==> src/rtl/glitch_pkg.sv <==
// Shared types and widths for the glitch trigger controller.
// No ports; imported by the interface, the controller and the bench.
package glitch_pkg;

   localparam int unsigned DLY_W      = 24;  // delay and gap counters
   localparam int unsigned WID_W      = 16;  // pulse-width counter
   localparam int unsigned REP_W      = 8;   // pulse-repeat count
   localparam int unsigned TMO_W      = 32;  // trigger timeout counter
   localparam int unsigned TRIG_CNT_W = 16;  // accepted-trigger counter

   typedef enum logic [2:0] {
      IDLE    = 3'd0,
      ARMED   = 3'd1,
      DELAY   = 3'd2,
      PULSE   = 3'd3,
      GAP     = 3'd4,
      DONE_ST = 3'd5
   } state_t;

endpackage

==> src/rtl/glitch_trigger_ctrl_if.sv <==
// Control, configuration and status bundle of the glitch trigger controller.
// master: soft-core/GPIO side (drives arm, abort, cfg_*, trigger_in, pll_locked)
// slave : controller side (drives glitch_en, armed, busy, done, err, trig_count)
// GLITCH_TIMEOUT_EN adds cfg_timeout.
interface glitch_trigger_ctrl_if;
   import glitch_pkg::*;

   logic                  arm;
   logic                  abort;
   logic                  trigger_in;
   logic                  pll_locked;
   logic [DLY_W-1:0]      cfg_delay;
   logic [WID_W-1:0]      cfg_width;
   logic [DLY_W-1:0]      cfg_gap;
   logic [REP_W-1:0]      cfg_count;
`ifdef GLITCH_TIMEOUT_EN
   logic [TMO_W-1:0]      cfg_timeout;
`endif
   logic                  glitch_en;
   logic                  armed;
   logic                  busy;
   logic                  done;
   logic                  err;
   logic [TRIG_CNT_W-1:0] trig_count;

   modport master (
`ifdef GLITCH_TIMEOUT_EN
      output cfg_timeout,
`endif
      output arm, abort, trigger_in, pll_locked,
      output cfg_delay, cfg_width, cfg_gap, cfg_count,
      input  glitch_en, armed, busy, done, err, trig_count
   );

   modport slave (
`ifdef GLITCH_TIMEOUT_EN
      input  cfg_timeout,
`endif
      input  arm, abort, trigger_in, pll_locked,
      input  cfg_delay, cfg_width, cfg_gap, cfg_count,
      output glitch_en, armed, busy, done, err, trig_count
   );

endinterface

==> src/rtl/sync_rise_detect.sv <==
// Two-flop synchronizer plus registered rising-edge pulse for a target GPIO.
// Ports: clk, reset (async, active-high), d (asynchronous input),
//        rise (one-cycle registered pulse on a synchronized 0->1 of d).
module sync_rise_detect (
   input  logic clk,
   input  logic reset,
   input  logic d,
   output logic rise
);

   logic meta;
   logic sync;
   logic prev;

   always_ff @(posedge clk or posedge reset) begin
      if (reset) begin
         meta <= 1'b0;
         sync <= 1'b0;
         prev <= 1'b0;
         rise <= 1'b0;
      end else begin
         meta <= d;
         sync <= meta;
         prev <= sync;
         rise <= sync & ~prev;
      end
   end

endmodule

==> src/rtl/glitch_trigger_ctrl.sv <==
// Glitch timing controller: armed over GPIO, waits for a target trigger edge,
// counts a delay, then drives glitch_en for a width, optionally repeated with gaps.
// Ports: clk, reset (async, active-high), bus (glitch_trigger_ctrl_if.slave):
//   in : arm, abort, trigger_in, pll_locked, cfg_delay/width/gap/count
//   out: glitch_en, armed, busy, done, err, trig_count (all registered)
// Optional: GLITCH_TIMEOUT_EN adds cfg_timeout and an ARMED-state timeout.
module glitch_trigger_ctrl
   import glitch_pkg::*;
(
   input logic                 clk,
   input logic                 reset,
   glitch_trigger_ctrl_if.slave bus
);

   state_t                state;
   logic [DLY_W-1:0]      delay_q;
   logic [DLY_W-1:0]      gap_q;
   logic [WID_W-1:0]      width_q;
   logic [REP_W-1:0]      rem_q;
   logic [DLY_W-1:0]      cnt;
   logic                  glitch_en_q;
   logic                  armed_q;
   logic                  busy_q;
   logic                  done_q;
   logic                  err_q;
   logic [TRIG_CNT_W-1:0] trig_count_q;
   logic                  trig_pulse;
   logic                  arm_ok;
   logic                  active;
`ifdef GLITCH_TIMEOUT_EN
   logic [TMO_W-1:0]      tmo_q;
   logic [TMO_W-1:0]      tcnt;
`endif

   sync_rise_detect u_trig_sync (
      .clk   (clk),
      .reset (reset),
      .d     (bus.trigger_in),
      .rise  (trig_pulse)
   );

   assign arm_ok = bus.arm && bus.pll_locked && ((state == IDLE) || (state == DONE_ST));
   assign active = (state == ARMED) || (state == DELAY) || (state == PULSE) || (state == GAP);

   // Single-process FSM; every output is a flop updated on its transition.
   always_ff @(posedge clk or posedge reset) begin
      if (reset) begin
         state        <= IDLE;
         delay_q      <= '0;
         gap_q        <= '0;
         width_q      <= '0;
         rem_q        <= '0;
         cnt          <= '0;
         glitch_en_q  <= 1'b0;
         armed_q      <= 1'b0;
         busy_q       <= 1'b0;
         done_q       <= 1'b0;
         err_q        <= 1'b0;
         trig_count_q <= '0;
`ifdef GLITCH_TIMEOUT_EN
         tmo_q        <= '0;
         tcnt         <= '0;
`endif
      end else if (bus.abort) begin
         state       <= IDLE;
         glitch_en_q <= 1'b0;
         armed_q     <= 1'b0;
         busy_q      <= 1'b0;
      end else if (active && !bus.pll_locked) begin
         // Losing lock mid-sequence would glitch with an unknown clock.
         state       <= IDLE;
         glitch_en_q <= 1'b0;
         armed_q     <= 1'b0;
         busy_q      <= 1'b0;
         err_q       <= 1'b1;
      end else begin
         case (state)
            IDLE, DONE_ST: begin
               if (arm_ok) begin
                  // Zero width/gap/count are treated as one.
                  delay_q <= bus.cfg_delay;
                  width_q <= (bus.cfg_width == '0) ? WID_W'(1) : bus.cfg_width;
                  gap_q   <= (bus.cfg_gap   == '0) ? DLY_W'(1) : bus.cfg_gap;
                  rem_q   <= (bus.cfg_count == '0) ? REP_W'(1) : bus.cfg_count;
                  done_q  <= 1'b0;
                  err_q   <= 1'b0;
                  armed_q <= 1'b1;
                  state   <= ARMED;
`ifdef GLITCH_TIMEOUT_EN
                  tmo_q   <= bus.cfg_timeout;
                  tcnt    <= '0;
`endif
               end
            end
            ARMED: begin
               if (trig_pulse) begin
                  trig_count_q <= trig_count_q + TRIG_CNT_W'(1);
                  armed_q      <= 1'b0;
                  busy_q       <= 1'b1;
                  if (delay_q == '0) begin
                     state       <= PULSE;
                     glitch_en_q <= 1'b1;
                     cnt         <= DLY_W'(width_q);
                  end else begin
                     state <= DELAY;
                     cnt   <= delay_q;
                  end
               end
`ifdef GLITCH_TIMEOUT_EN
               else if ((tmo_q != '0) && (tcnt == tmo_q - TMO_W'(1))) begin
                  state   <= IDLE;
                  armed_q <= 1'b0;
                  err_q   <= 1'b1;
               end else begin
                  tcnt <= tcnt + TMO_W'(1);
               end
`endif
            end
            DELAY: begin
               if (cnt == DLY_W'(1)) begin
                  state       <= PULSE;
                  glitch_en_q <= 1'b1;
                  cnt         <= DLY_W'(width_q);
               end else begin
                  cnt <= cnt - DLY_W'(1);
               end
            end
            PULSE: begin
               if (cnt == DLY_W'(1)) begin
                  glitch_en_q <= 1'b0;
                  if (rem_q > REP_W'(1)) begin
                     rem_q <= rem_q - REP_W'(1);
                     state <= GAP;
                     cnt   <= gap_q;
                  end else begin
                     state  <= DONE_ST;
                     busy_q <= 1'b0;
                     done_q <= 1'b1;
                  end
               end else begin
                  cnt <= cnt - DLY_W'(1);
               end
            end
            GAP: begin
               if (cnt == DLY_W'(1)) begin
                  state       <= PULSE;
                  glitch_en_q <= 1'b1;
                  cnt         <= DLY_W'(width_q);
               end else begin
                  cnt <= cnt - DLY_W'(1);
               end
            end
            default: begin
               state       <= IDLE;
               glitch_en_q <= 1'b0;
               armed_q     <= 1'b0;
               busy_q      <= 1'b0;
            end
         endcase
      end
   end

   assign bus.glitch_en  = glitch_en_q;
   assign bus.armed      = armed_q;
   assign bus.busy       = busy_q;
   assign bus.done       = done_q;
   assign bus.err        = err_q;
   assign bus.trig_count = trig_count_q;

endmodule

==> src/flat_wrapper.sv <==
// flat-port wrapper written by rule: the top's interface ports become plain ports
module glitch_trigger_ctrl_flat import glitch_pkg::*;
  (clk, reset, bus_arm, bus_abort, bus_trigger_in, bus_pll_locked, bus_cfg_delay, bus_cfg_width, bus_cfg_gap, bus_cfg_count, bus_glitch_en, bus_armed, bus_busy, bus_done, bus_err, bus_trig_count);
  glitch_trigger_ctrl_if bus_i ();
  input logic clk;
  input logic reset;
  input wire logic [$bits(bus_i.arm)-1:0] bus_arm;
  input wire logic [$bits(bus_i.abort)-1:0] bus_abort;
  input wire logic [$bits(bus_i.trigger_in)-1:0] bus_trigger_in;
  input wire logic [$bits(bus_i.pll_locked)-1:0] bus_pll_locked;
  input wire logic [$bits(bus_i.cfg_delay)-1:0] bus_cfg_delay;
  input wire logic [$bits(bus_i.cfg_width)-1:0] bus_cfg_width;
  input wire logic [$bits(bus_i.cfg_gap)-1:0] bus_cfg_gap;
  input wire logic [$bits(bus_i.cfg_count)-1:0] bus_cfg_count;
  output wire logic [$bits(bus_i.glitch_en)-1:0] bus_glitch_en;
  output wire logic [$bits(bus_i.armed)-1:0] bus_armed;
  output wire logic [$bits(bus_i.busy)-1:0] bus_busy;
  output wire logic [$bits(bus_i.done)-1:0] bus_done;
  output wire logic [$bits(bus_i.err)-1:0] bus_err;
  output wire logic [$bits(bus_i.trig_count)-1:0] bus_trig_count;
  assign bus_i.arm = bus_arm;
  assign bus_i.abort = bus_abort;
  assign bus_i.trigger_in = bus_trigger_in;
  assign bus_i.pll_locked = bus_pll_locked;
  assign bus_i.cfg_delay = bus_cfg_delay;
  assign bus_i.cfg_width = bus_cfg_width;
  assign bus_i.cfg_gap = bus_cfg_gap;
  assign bus_i.cfg_count = bus_cfg_count;
  assign bus_glitch_en = bus_i.glitch_en;
  assign bus_armed = bus_i.armed;
  assign bus_busy = bus_i.busy;
  assign bus_done = bus_i.done;
  assign bus_err = bus_i.err;
  assign bus_trig_count = bus_i.trig_count;
  glitch_trigger_ctrl u_core (.clk(clk), .reset(reset), .bus(bus_i));
endmodule
==> config.mk <==
export PLATFORM = sky130hd
export DESIGN_NAME = glitch_trigger_ctrl_flat
export DESIGN_NICKNAME = d
export VERILOG_FILES = /design/src/rtl/glitch_pkg.sv /design/src/rtl/glitch_trigger_ctrl_if.sv /design/src/rtl/sync_rise_detect.sv /design/src/rtl/glitch_trigger_ctrl.sv /design/src/flat_wrapper.sv
export SDC_FILE = /design/constraint.sdc
export NUM_CORES = 1
export LEC_CHECK = 0
export CORE_MARGIN = 5
export CORE_UTILIZATION = 49
export DETAILED_ROUTE_END_ITERATION = 10
export GPL_TIMING_DRIVEN = 0
export PLACE_DENSITY = 0.82
export SETUP_SLACK_MARGIN = 0.05
export SYNTH_ARGS = -nofsm -noshare
export SYNTH_HDL_FRONTEND = slang
export SYNTH_HIERARCHICAL = 1
export SYNTH_SLANG_ARGS = --single-unit
==> constraint.sdc <==
create_clock -name clk -period 3.8 [get_ports clk]
set_clock_uncertainty 0.05 [all_clocks]
set_input_delay 0.76 -clock clk [delete_from_list [all_inputs] [get_ports clk]]
set_output_delay 0.76 -clock clk [all_outputs]
set_load 0.01 [all_outputs]
## Word-level counts from Yosys, hierarchy flattened

Index checks and enable logic that the tools add are counted.

| cells by class | value |
|---|---|
| $add $sub $neg | 3 |
| $lt $le $gt $ge | 1 |
| eq/ne operators | 21 |
| multiplexer cells | 46 |
| bitwise operators | 4 |
| reductions and logical operators | 31 |

Operators by type and width:

| operator | count |
|---|---|
| $mux 24 | 6 |
| $pmux 24 s3 | 1 |
| $logic_not 24->1 | 2 |
| $mux 8 | 4 |
| $eq 24x1->1 const B | 1 |
| $sub 24x1->24 const B | 1 |
| $mux 1 | 22 |
| $mux 3 | 6 |
| $add 16x1->16 const B | 1 |
| $logic_not 16->1 | 1 |
| $mux 16 | 1 |
| $ne 4x4->1 const B | 4 |
| $pmux 8 s2 | 1 |
| $reduce_and 4->1 | 4 |
| $pmux 3 s4 | 1 |
| $reduce_and 6->1 | 2 |
| $reduce_and 5->1 | 2 |
| $gt 8x1->1 const B | 1 |
| $logic_not 8->1 | 1 |
| $ne 2x2->1 const B | 4 |
| $sub 8x1->8 const B | 1 |
| $eq 3x2->1 const B | 2 |
| $eq 3x3->1 const B | 2 |
| $ne 3x1->1 const B | 2 |
| 21 further kinds | 33 |

| word-level totals | value |
|---|---|
| bits in registers | 124 |
| bits of input ports | 78 |
| output and inout bits | 21 |
| logic and storage cells | 122 |

## Logic depth before layout (Yosys ltp)

Gate-level depths: netlist (run 1).

| logic depth | value |
|---|---|
| word-level depth | 7 |
| depth in mapped cells | 10 |
| mapped depth without buffers | 8 |

## Hierarchy

The synthesis (run 1) kept the hierarchy.

By module, submodules not included:

| module | times used | cells each | area each (µm²) |
|---|---|---|---|
| glitch_trigger_ctrl | 1 | 635 | 6387.4 |
| sync_rise_detect | 1 | 6 | 117.6 |

## Worst setup path after synthesis (run 1)

OpenSTA, ideal clock, no wires.

| path | value |
|---|---|
| path type | input -> register |
| start | in bus_pll_locked |
| end | reg u_core.trig_count_q[15] (netlist: u_core/bus.trig_count[15]) |
| setup time | 0.124 ns |
| data arrival time | 2.150 ns |
| required time | 3.626 ns |
| slack | 1.475 ns |
| stages | 6 |
| cells stage by stage | or2b_1 > nor4_4 > nand3_1 > nor3_1 > nand4_1 > xnor2_1 |

| on the way | value |
|---|---|
| longest elaborated chain between the ends | 4 |

RTL lines:

| item | line | source |
|---|---|---|
| from (decl) | flat_wrapper.sv:10 | `input wire logic [$bits(bus_i.pll_locked)-1:0] bus_pll_locked;` |
| $logic_not 1->1 | glitch_trigger_ctrl.sv:69 | `end else if (active && !bus.pll_locked) begin` |
| $logic_and 1x1->1 | glitch_trigger_ctrl.sv:69 |  |
| $not 1->1 (no source line) | -- |  |
| $reduce_and 4->1 (no source line) | -- |  |
| to (signal assigned) | glitch_trigger_ctrl.sv:97 | `trig_count_q <= trig_count_q + TRIG_CNT_W'(1);` |
| to (decl) | glitch_trigger_ctrl.sv:26 | `logic [TRIG_CNT_W-1:0] trig_count_q;` |

Every way passes these cells.
A chain may end at the register's enable or synchronous reset.

## Final worst setup path (run 1)

| path | value |
|---|---|
| start | reg u_core.cnt[2] |
| end | reg u_core.cnt[9] |

| on the way | value |
|---|---|
| longest elaborated chain between the ends | 3 |

RTL lines:

| item | line | source |
|---|---|---|
| from (decl) | glitch_trigger_ctrl.sv:20 | `logic [DLY_W-1:0] cnt;` |
| from (signal assigned) | glitch_trigger_ctrl.sv:103 | `cnt <= DLY_W'(width_q);` |
| from (signal assigned) | glitch_trigger_ctrl.sv:106 | `cnt <= delay_q;` |
| from (signal assigned) | glitch_trigger_ctrl.sv:123 | `cnt <= DLY_W'(width_q);` |
| $sub 24x1->24 or $eq 24x1->1 (tied branches) | -- |  |
| $mux 24, or another cell as far along | glitch_trigger_ctrl.sv:120, glitch_trigger_ctrl.sv:145 |  |
| $pmux 24 s3 or $reduce_and 5->1 (tied branches) | -- |  |

Several ways; a longest one is shown, not always the timed one.

==> qor.csv, run 1 <==
metric;value;unit
run status;finished, final reports clean;
largest net degree at the start of global routing;43;
Tot GR Track Use;25.6;%
Mean Syn Cell Area;10.1;um^2
initial antenna violation count;0;
RSZ-0062 raised after global routing;no;
register area share after synthesis;47.7;%
drt pass-1 iters;5;
filler instances;1061;
share of cells above drive strength 1;16.8;%
Die Wd;125;um
PD cells;671;mW/mm^2
Cell Area, Placed;0.00775;mm^2
vias in the first global route;5886;
Multi-input gate area;0.00321;mm^2
H-tree levels;4;
Final Max Tran Viols;0;
nature of the critical path endpoint;register;
register area;0.00310;mm^2
Final setup viols;0;
routed wire length;19.9;mm
worst path cell trace;nor4_4 > nand4_1 > nor2_2 > buf_2 > nor3_1 > nor3_1 > o21ai_1;
first-pass GRT wire length;32.0;mm
# clock sinks;124;
most numerous cell in the Yosys netlist;dfrtp_1;
cell area after layout;0.00835;mm^2
Yosys top cell by area;dfrtp_1;
CTS Buf Count;17;
Yosys reg bits;124;
Synth top cells by count;124 x dfrtp_1, 63 x mux2_2, 54 x nand2_1, 50 x nor2_1, 31 x a21oi_1;
internal reg-to-reg setup slack;660;ps
Hold Crit Class;register to register;
global route overflow;0;
clk buf depth;2;
# hold bufs at CTS;0;
CP arrival;3380;ps
Placer Congestion;0.952;
Remaining DRCs;0;
Worst Setup Path Type;register to register;
Syn Nets;724;
core area;0.0131;mm^2
launch point of the worst path;u_core/cnt[2]$_DFFE_PP0P_;
synth warn;6;
Crit Reg-Reg Startpoint;u_core/cnt[2]$_DFFE_PP0P_;
CP Capture Point;u_core/cnt[9]$_DFFE_PP0P_;
die footprint;0.0157;mm^2
Area Growth Syn to Fin;28.4;%
r2r endpoint;u_core/cnt[9]$_DFFE_PP0P_;
CTS clock-pin slew for the worst setup and hold paths;60;ps
Post-Synthesis Cells;641;
fmax;319;MHz
Leakage;3.34;nW
worst hold path depth;0;
final worst path period share;82.5;%
total power;5.60;mW
Worst slew margin;41.0;%
Inst Count DP;917;
final core occ;63.6;%
non-filler cells, final;949;
CP top delay family;simple AND/OR/NAND/NOR gates;
CP max stage delay;650;ps
TritonCTS clock tree;built;
clk_lat worst skew;420;ps
Peak VDD IR;0.000513;V
area fraction of the dominant cell type after synthesis;47.7;%
Critical Path Fanout Max;10;
R2R cell count;7;
Setup TNS Final;0;ps
Initial Utilization;49.5;%
I/O Buffers;98;
number of nets with antenna violations after routing;0;
Via Count;5853;
floorplan row count;42;
post-synth cell types;76;
maxcap violations;0;
cell area after synthesis;0.00650;mm^2
Post-synth EDFFs;0;
worst slew pin tran;883;ps
Via density;6.17;
root cell of the clock tree;clkbuf_16;
num ports;99;
Nets;843;
dpl hpwl;14.9;mm
die height;125;um
final hold vios;0;
number of diodes;0;
critical path depth;7;
cell mode on critical path;nor3_1;
prevailing post-synth register cell;dfrtp_1;
Worst Path Required;4040;ps
ys async rst share;100;%
top post-synthesis cells by area;dfrtp_1 48%, mux2_2 11%, nand2_1 3.1%;
Avg WL per Cell;20.9;um
DRT iter0 DRCs;527;
CP startpoint kind;register;
Post-CTS Setup Repair Bufs;0;
Post-CTS Resized;0;
slowest stage cell, crit path;nor2_2;
post-route minimum period;3140;ps
WP buf/inv;1;
metal layers:
| metal | wire length (um) | global-route usage [%] | up-vias |
|---|---|---|---|
| li1 | - | - | 2616 |
| met1 | 8300 | 34.3 | 2904 |
| met2 | 9710 | 41.9 | 301 |
| met3 | 1470 | 5.37 | 32 |
| met4 | 384 | 8.67 | 0 |
| met5 | 0 | 0 | - |
metrics by stage:
step,setup WS (ps),hold WS [ps]
global route,552,330
detailed placement,468,296
global placement,424,291
finish,663,318
floorplan,1480,281
CTS,804,319
logic make-up after synthesis:
group / count (synthesis) / synth area share [%]
AOI/OAI and AO/OA: 153 / 15.5
xor gates and xnor gates: 21 / 2.83
adders and majority gates: 5 / 0.962
buffers and inverters: 46 / 3.02
DFF: 124 / 47.7
muxes: 67 / 11.5
and+or+nand+nor: 225 / 18.4
layout by cell type (no fill, tap or decap), drive strengths merged, types with 17 or more instances in the layout:
cell type	instances
clkbuf	35
nor4	26
o21ai	48
a21oi	31
nand2	54
inv	17
nand3	17
nor3	30
clkdlybuf4s50	98
mux2	64
nor2	51
buf	17
dfrtp	124
area by class of cell:
cell class	count	share of cell area, %
plain buffers	32	1.72
well taps	176	2.64
clock inverters	14	1.92
repair buffers	100	12.2
inverters	14	0.674
flip-flops and latches	124	37.2
multi-input cells	471	38.4
clock buffers	18	5.26
flip-flops by register name (all words and copies together) (netlist names), 3 cells and up:
signal and flops:
u_core/delay_q 24, u_core/bus.trig_count 16, u_core/width_q 16, u_core/gap_q 24, u_core/cnt 24, u_core/state 3
u_core/rem_q 8
worst reg2reg max path, cell delays in order, from the launching register on:
cell	delay, ps
dfrtp_1	470
nor4_4	550
nand4_1	420
nor2_2	650
buf_2	390
nor3_1	90
nor3_1	290
o21ai_1	100
report_power, final:
group          internal, mW  total, mW  leakage, nW  switching [mW]
Combinational         0.771       1.57         1.52           0.796
Sequential             1.86       2.42         1.53           0.562
Clock                 0.994       1.62        0.285           0.624
worst min path at each step:
stage | from | end
2_1_floorplan | u_core/u_trig_sync/meta$_DFF_PP0_ | u_core/u_trig_sync/sync$_DFF_PP0_
3_3_place_gp | u_core/u_trig_sync/meta$_DFF_PP0_ | u_core/u_trig_sync/sync$_DFF_PP0_
3_5_place_dp | u_core/u_trig_sync/meta$_DFF_PP0_ | u_core/u_trig_sync/sync$_DFF_PP0_
4_1_cts | u_core/u_trig_sync/meta$_DFF_PP0_ | u_core/u_trig_sync/sync$_DFF_PP0_
5_1_grt | u_core/u_trig_sync/meta$_DFF_PP0_ | u_core/u_trig_sync/sync$_DFF_PP0_
6_report | u_core/u_trig_sync/meta$_DFF_PP0_ | u_core/u_trig_sync/sync$_DFF_PP0_
Note: power is estimated with default switching activity, not from simulation.
==> run 2, diff against run 1 <==
--- a/config.mk
+++ b/config.mk
@@ -6,10 +6,10 @@
 export NUM_CORES = 1
 export LEC_CHECK = 0
 export CORE_MARGIN = 5
-export CORE_UTILIZATION = 49
+export CORE_UTILIZATION = 55
 export DETAILED_ROUTE_END_ITERATION = 10
 export GPL_TIMING_DRIVEN = 0
-export PLACE_DENSITY = 0.82
+export PLACE_DENSITY = 0.87
 export SETUP_SLACK_MARGIN = 0.05
 export SYNTH_ARGS = -nofsm -noshare
 export SYNTH_HDL_FRONTEND = slang
==> constraint.sdc (replaced) <==
create_clock -name clk -period 2.96 [get_ports clk]
set_clock_uncertainty 0.05 [all_clocks]
set_input_delay 0.592 -clock clk [delete_from_list [all_inputs] [get_ports clk]]
set_output_delay 0.592 -clock clk [all_outputs]
set_load 0.01 [all_outputs]
==> run 2 against run 1 <==
Routed wire length increased by 3.3%. Die area shrank 10%. Power rose by 31%. Critical path depth increased by 3. Fmax is 10% higher. Largest power group unchanged.
==> qor.csv, run 2 (synthesized netlist as in run 1, its figures left out) <==
metric;value;unit;change
Hold Crit Class;register to register;;unchanged
CP max stage delay;570;ps;was 650 ps
Remaining DRCs;0;;unchanged
largest net degree at the start of global routing;36;;was 43
drt pass-1 iters;6;;was 5
Comb pwr share;27.6;%;was 28.0%
biggest regs;u_core/cnt x24, u_core/delay_q x24, u_core/gap_q x24;;unchanged
final worst path period share;96.3;%;was 82.5%
Crit Reg-Reg Startpoint;u_core/state[0]$_DFFE_PP0P_;;was u_core/cnt[2]$_DFFE_PP0P_
Worst slew margin;39.3;%;was 41.0%
Leakage;3.38;nW;was 3.34 nW
post-route minimum period;2850;ps;was 3140 ps
WP buf/inv;4;;was 1
Reg power frac;42.8;%;was 43.1%
DR top layer;met4;;unchanged
floorplan row count;39;;was 42
non-filler cells, final;919;;was 949
clock share of power;29.6;%;was 28.9%
die height;119;um;was 125 um
Avg WL per Cell;22.3;um;was 20.9 um
Die Wd;119;um;was 125 um
Placer Congestion;0.893;;was 0.952
Final Max Tran Viols;0;;unchanged
CP arrival;3130;ps;was 3380 ps
P_sw;2.54;mW;was 1.98 mW
num ports;99;;unchanged
Initial Utilization;56.5;%;was 49.5%
# clock sinks;124;;unchanged
maxcap violations;0;;unchanged
first-pass GRT wire length;32.5;mm;was 32.0 mm
worst slew pin tran;902;ps;was 883 ps
critical path depth;10;;was 7
I/O Buffers;98;;unchanged
global route overflow;0;;unchanged
Critical Path Fanout Max;10;;unchanged
leading cell type in the layout, fill and taps excluded;dfrtp_1;;unchanged
CP top delay family;buffers and inverters;;was simple AND/OR/NAND/NOR gates
Inst Count DP;885;;was 917
met3 routed WL;1.94;mm;was 1.47 mm
Via density;6.50;;was 6.17
TritonCTS clock tree;built;;unchanged
nature of the critical path endpoint;register;;unchanged
# hold bufs at CTS;0;;unchanged
clk buf depth;2;;unchanged
number of diodes;0;;unchanged
die footprint;0.0141;mm^2;was 0.0157 mm^2
fmax;351;MHz;was 319 MHz
routed wire length;20.5;mm;was 19.9 mm
Nets;846;;was 843
slowest stage cell, crit path;clkbuf_1;;was nor2_2
routed wl met2;9.68;mm;was 9.71 mm
DRT iter0 DRCs;710;;was 527
root cell of the clock tree;clkbuf_16;;unchanged
H-tree levels;4;;unchanged
filler instances;776;;was 1061
clk_lat worst skew;420;ps;about the same
initial antenna violation count;0;;unchanged
core area;0.0115;mm^2;was 0.0131 mm^2
R2R cell count;10;;was 7
RSZ-0062 raised after global routing;no;;unchanged
share of cells above drive strength 1;17.3;%;was 16.8%
met1 wire length;8.14;mm;was 8.30 mm
Hold Path Origin;u_core/u_trig_sync/meta$_DFF_PP0_;;unchanged
Area Growth Syn to Fin;28.8;%;was 28.4%
Worst Path Required;3240;ps;was 4040 ps
worst path cell trace;buf_2 > nand2b_1 > buf_2 > nor2_1 > clkbuf_1 > clkbuf_1 > nand2_1 > a21oi_1 > o21ai_0 > a31oi_1;;was nor4_4 > nand4_1 > nor2_2 > buf_2 > nor3_1 > nor3_1 > o21ai_1
Internal Pwr Total;4.79;mW;was 3.62 mW
dpl hpwl;14.8;mm;was 14.9 mm
CTS clock-pin slew for the worst setup and hold paths;60;ps;about the same
CP startpoint kind;register;;unchanged
switch share;34.7;%;was 35.4%
Peak VDD IR;0.000702;V;was 0.000513 V
launch point of the worst path;u_core/state[0]$_DFFE_PP0P_;;was u_core/cnt[2]$_DFFE_PP0P_
total power;7.33;mW;was 5.60 mW
Tot GR Track Use;29.3;%;was 25.6%
Fin Hold WS;335;ps;was 318 ps
Worst Setup Path Type;register to register;;unchanged
PD cells;874;mW/mm^2;was 671 mW/mm^2
final hold vios;0;;unchanged
number of nets with antenna violations after routing;0;;unchanged
most frequent cells in the layout;124 x dfrtp_1, 98 x clkdlybuf4s50_1, 63 x mux2_2, 54 x nand2_1, 49 x nor2_1;;was 124 x dfrtp_1, 98 x clkdlybuf4s50_1, 63 x mux2_2, 54 x nand2_1, 50 x nor2_1
worst hold path depth;0;;unchanged
vias in the first global route;5985;;was 5886
Final setup viols;0;;unchanged
run status;finished, final reports clean;;unchanged
CTS Buf Count;17;;unchanged
Via Count;5971;;was 5853
run 2: cell types whose count changed in the layout (fill, tap and decap cells not counted), moves of 2 or more:
cell	delta
clkbuf_8	+3
inv_6	-3
buf_4	+2
clkinv_2	+2
clkinv_4	-2
run 2: power by group through the flow:
stage	logic [mW]	registers (mW)	clock network [mW]
floorplan	1.40	2.85	0
finish	2.02	3.13	2.17
global placement	1.85	3.04	0
detailed placement	1.94	3.09	0
global route	2.20	3.20	2.26
CTS	1.98	3.09	2.20
run 2: layer usage:
layer | vias to the layer above | global-route usage [%]
li1 | 2621 | -
met1 | 2875 | 38.5
met2 | 401 | 46.1
met3 | 74 | 7.35
met4 | 0 | 13.2
met5 | - | 0
run 2: area by class of cell:
| cell class | count | area [um^2] | area share [%] |
|---|---|---|---|
| flip-flops and latches | 124 | 3100 | 37.0 |
| multi-input cells | 471 | 3220 | 38.4 |
| plain buffers | 32 | 146 | 1.75 |
| clock buffers | 22 | 484 | 5.78 |
| repair buffers | 103 | 1060 | 12.6 |
| well taps | 143 | 179 | 2.13 |
| clock inverters | 10 | 138 | 1.64 |
| inverters | 14 | 56.3 | 0.672 |
run 2: repair_timing:
action | 4_1_cts | 5_1_grt
endpoints found under the setup margin | 6 | 18
pin swaps | 0 | 1
gates resized for setup | 2 | 2
setup buffers | 0 | 2
run 2: worst reg2reg max path, delay by kind of cell (launching register included):
kind,cells,cell delay [ps]
AO/OA/AOI/OAI,3,580
flip-flops,1,320
buffers and inverters,4,1380
AND/OR/NAND/NOR,3,430
run 2: path summary, 6_finish.rpt:
| check | end | slack (ps) |
|---|---|---|
| worst max-delay path | u_core/cnt[17]$_DFFE_PP0P_ | 110 |
| worst min-delay path | u_core/u_trig_sync/sync$_DFF_PP0_ | 340 |
| worst max register to register | u_core/cnt[17]$_DFFE_PP0P_ | 110 |
| worst min register to register | u_core/u_trig_sync/sync$_DFF_PP0_ | 340 |
| max in group asynchronous | u_core/gap_q[20]$_DFFE_PP0P_ | 1440 |
| min in group asynchronous | u_core/u_trig_sync/sync$_DFF_PP0_ | 420 |
run 2: metrics by stage:
step | cell area (um^2) | utilization (%) | worst slack (ps) | TNS [ps]
5_1_grt | 8380 | 72.8 | 54.0 | 0
2_1_floorplan | 6510 | - | 651 | 0
3_5_place_dp | 7730 | 67.1 | -191 | -4820
4_1_cts | 8360 | 72.6 | 101 | 0
3_3_place_gp | 7670 | 66.6 | -229 | -32000
6_report | 8380 | 72.8 | 111 | 0
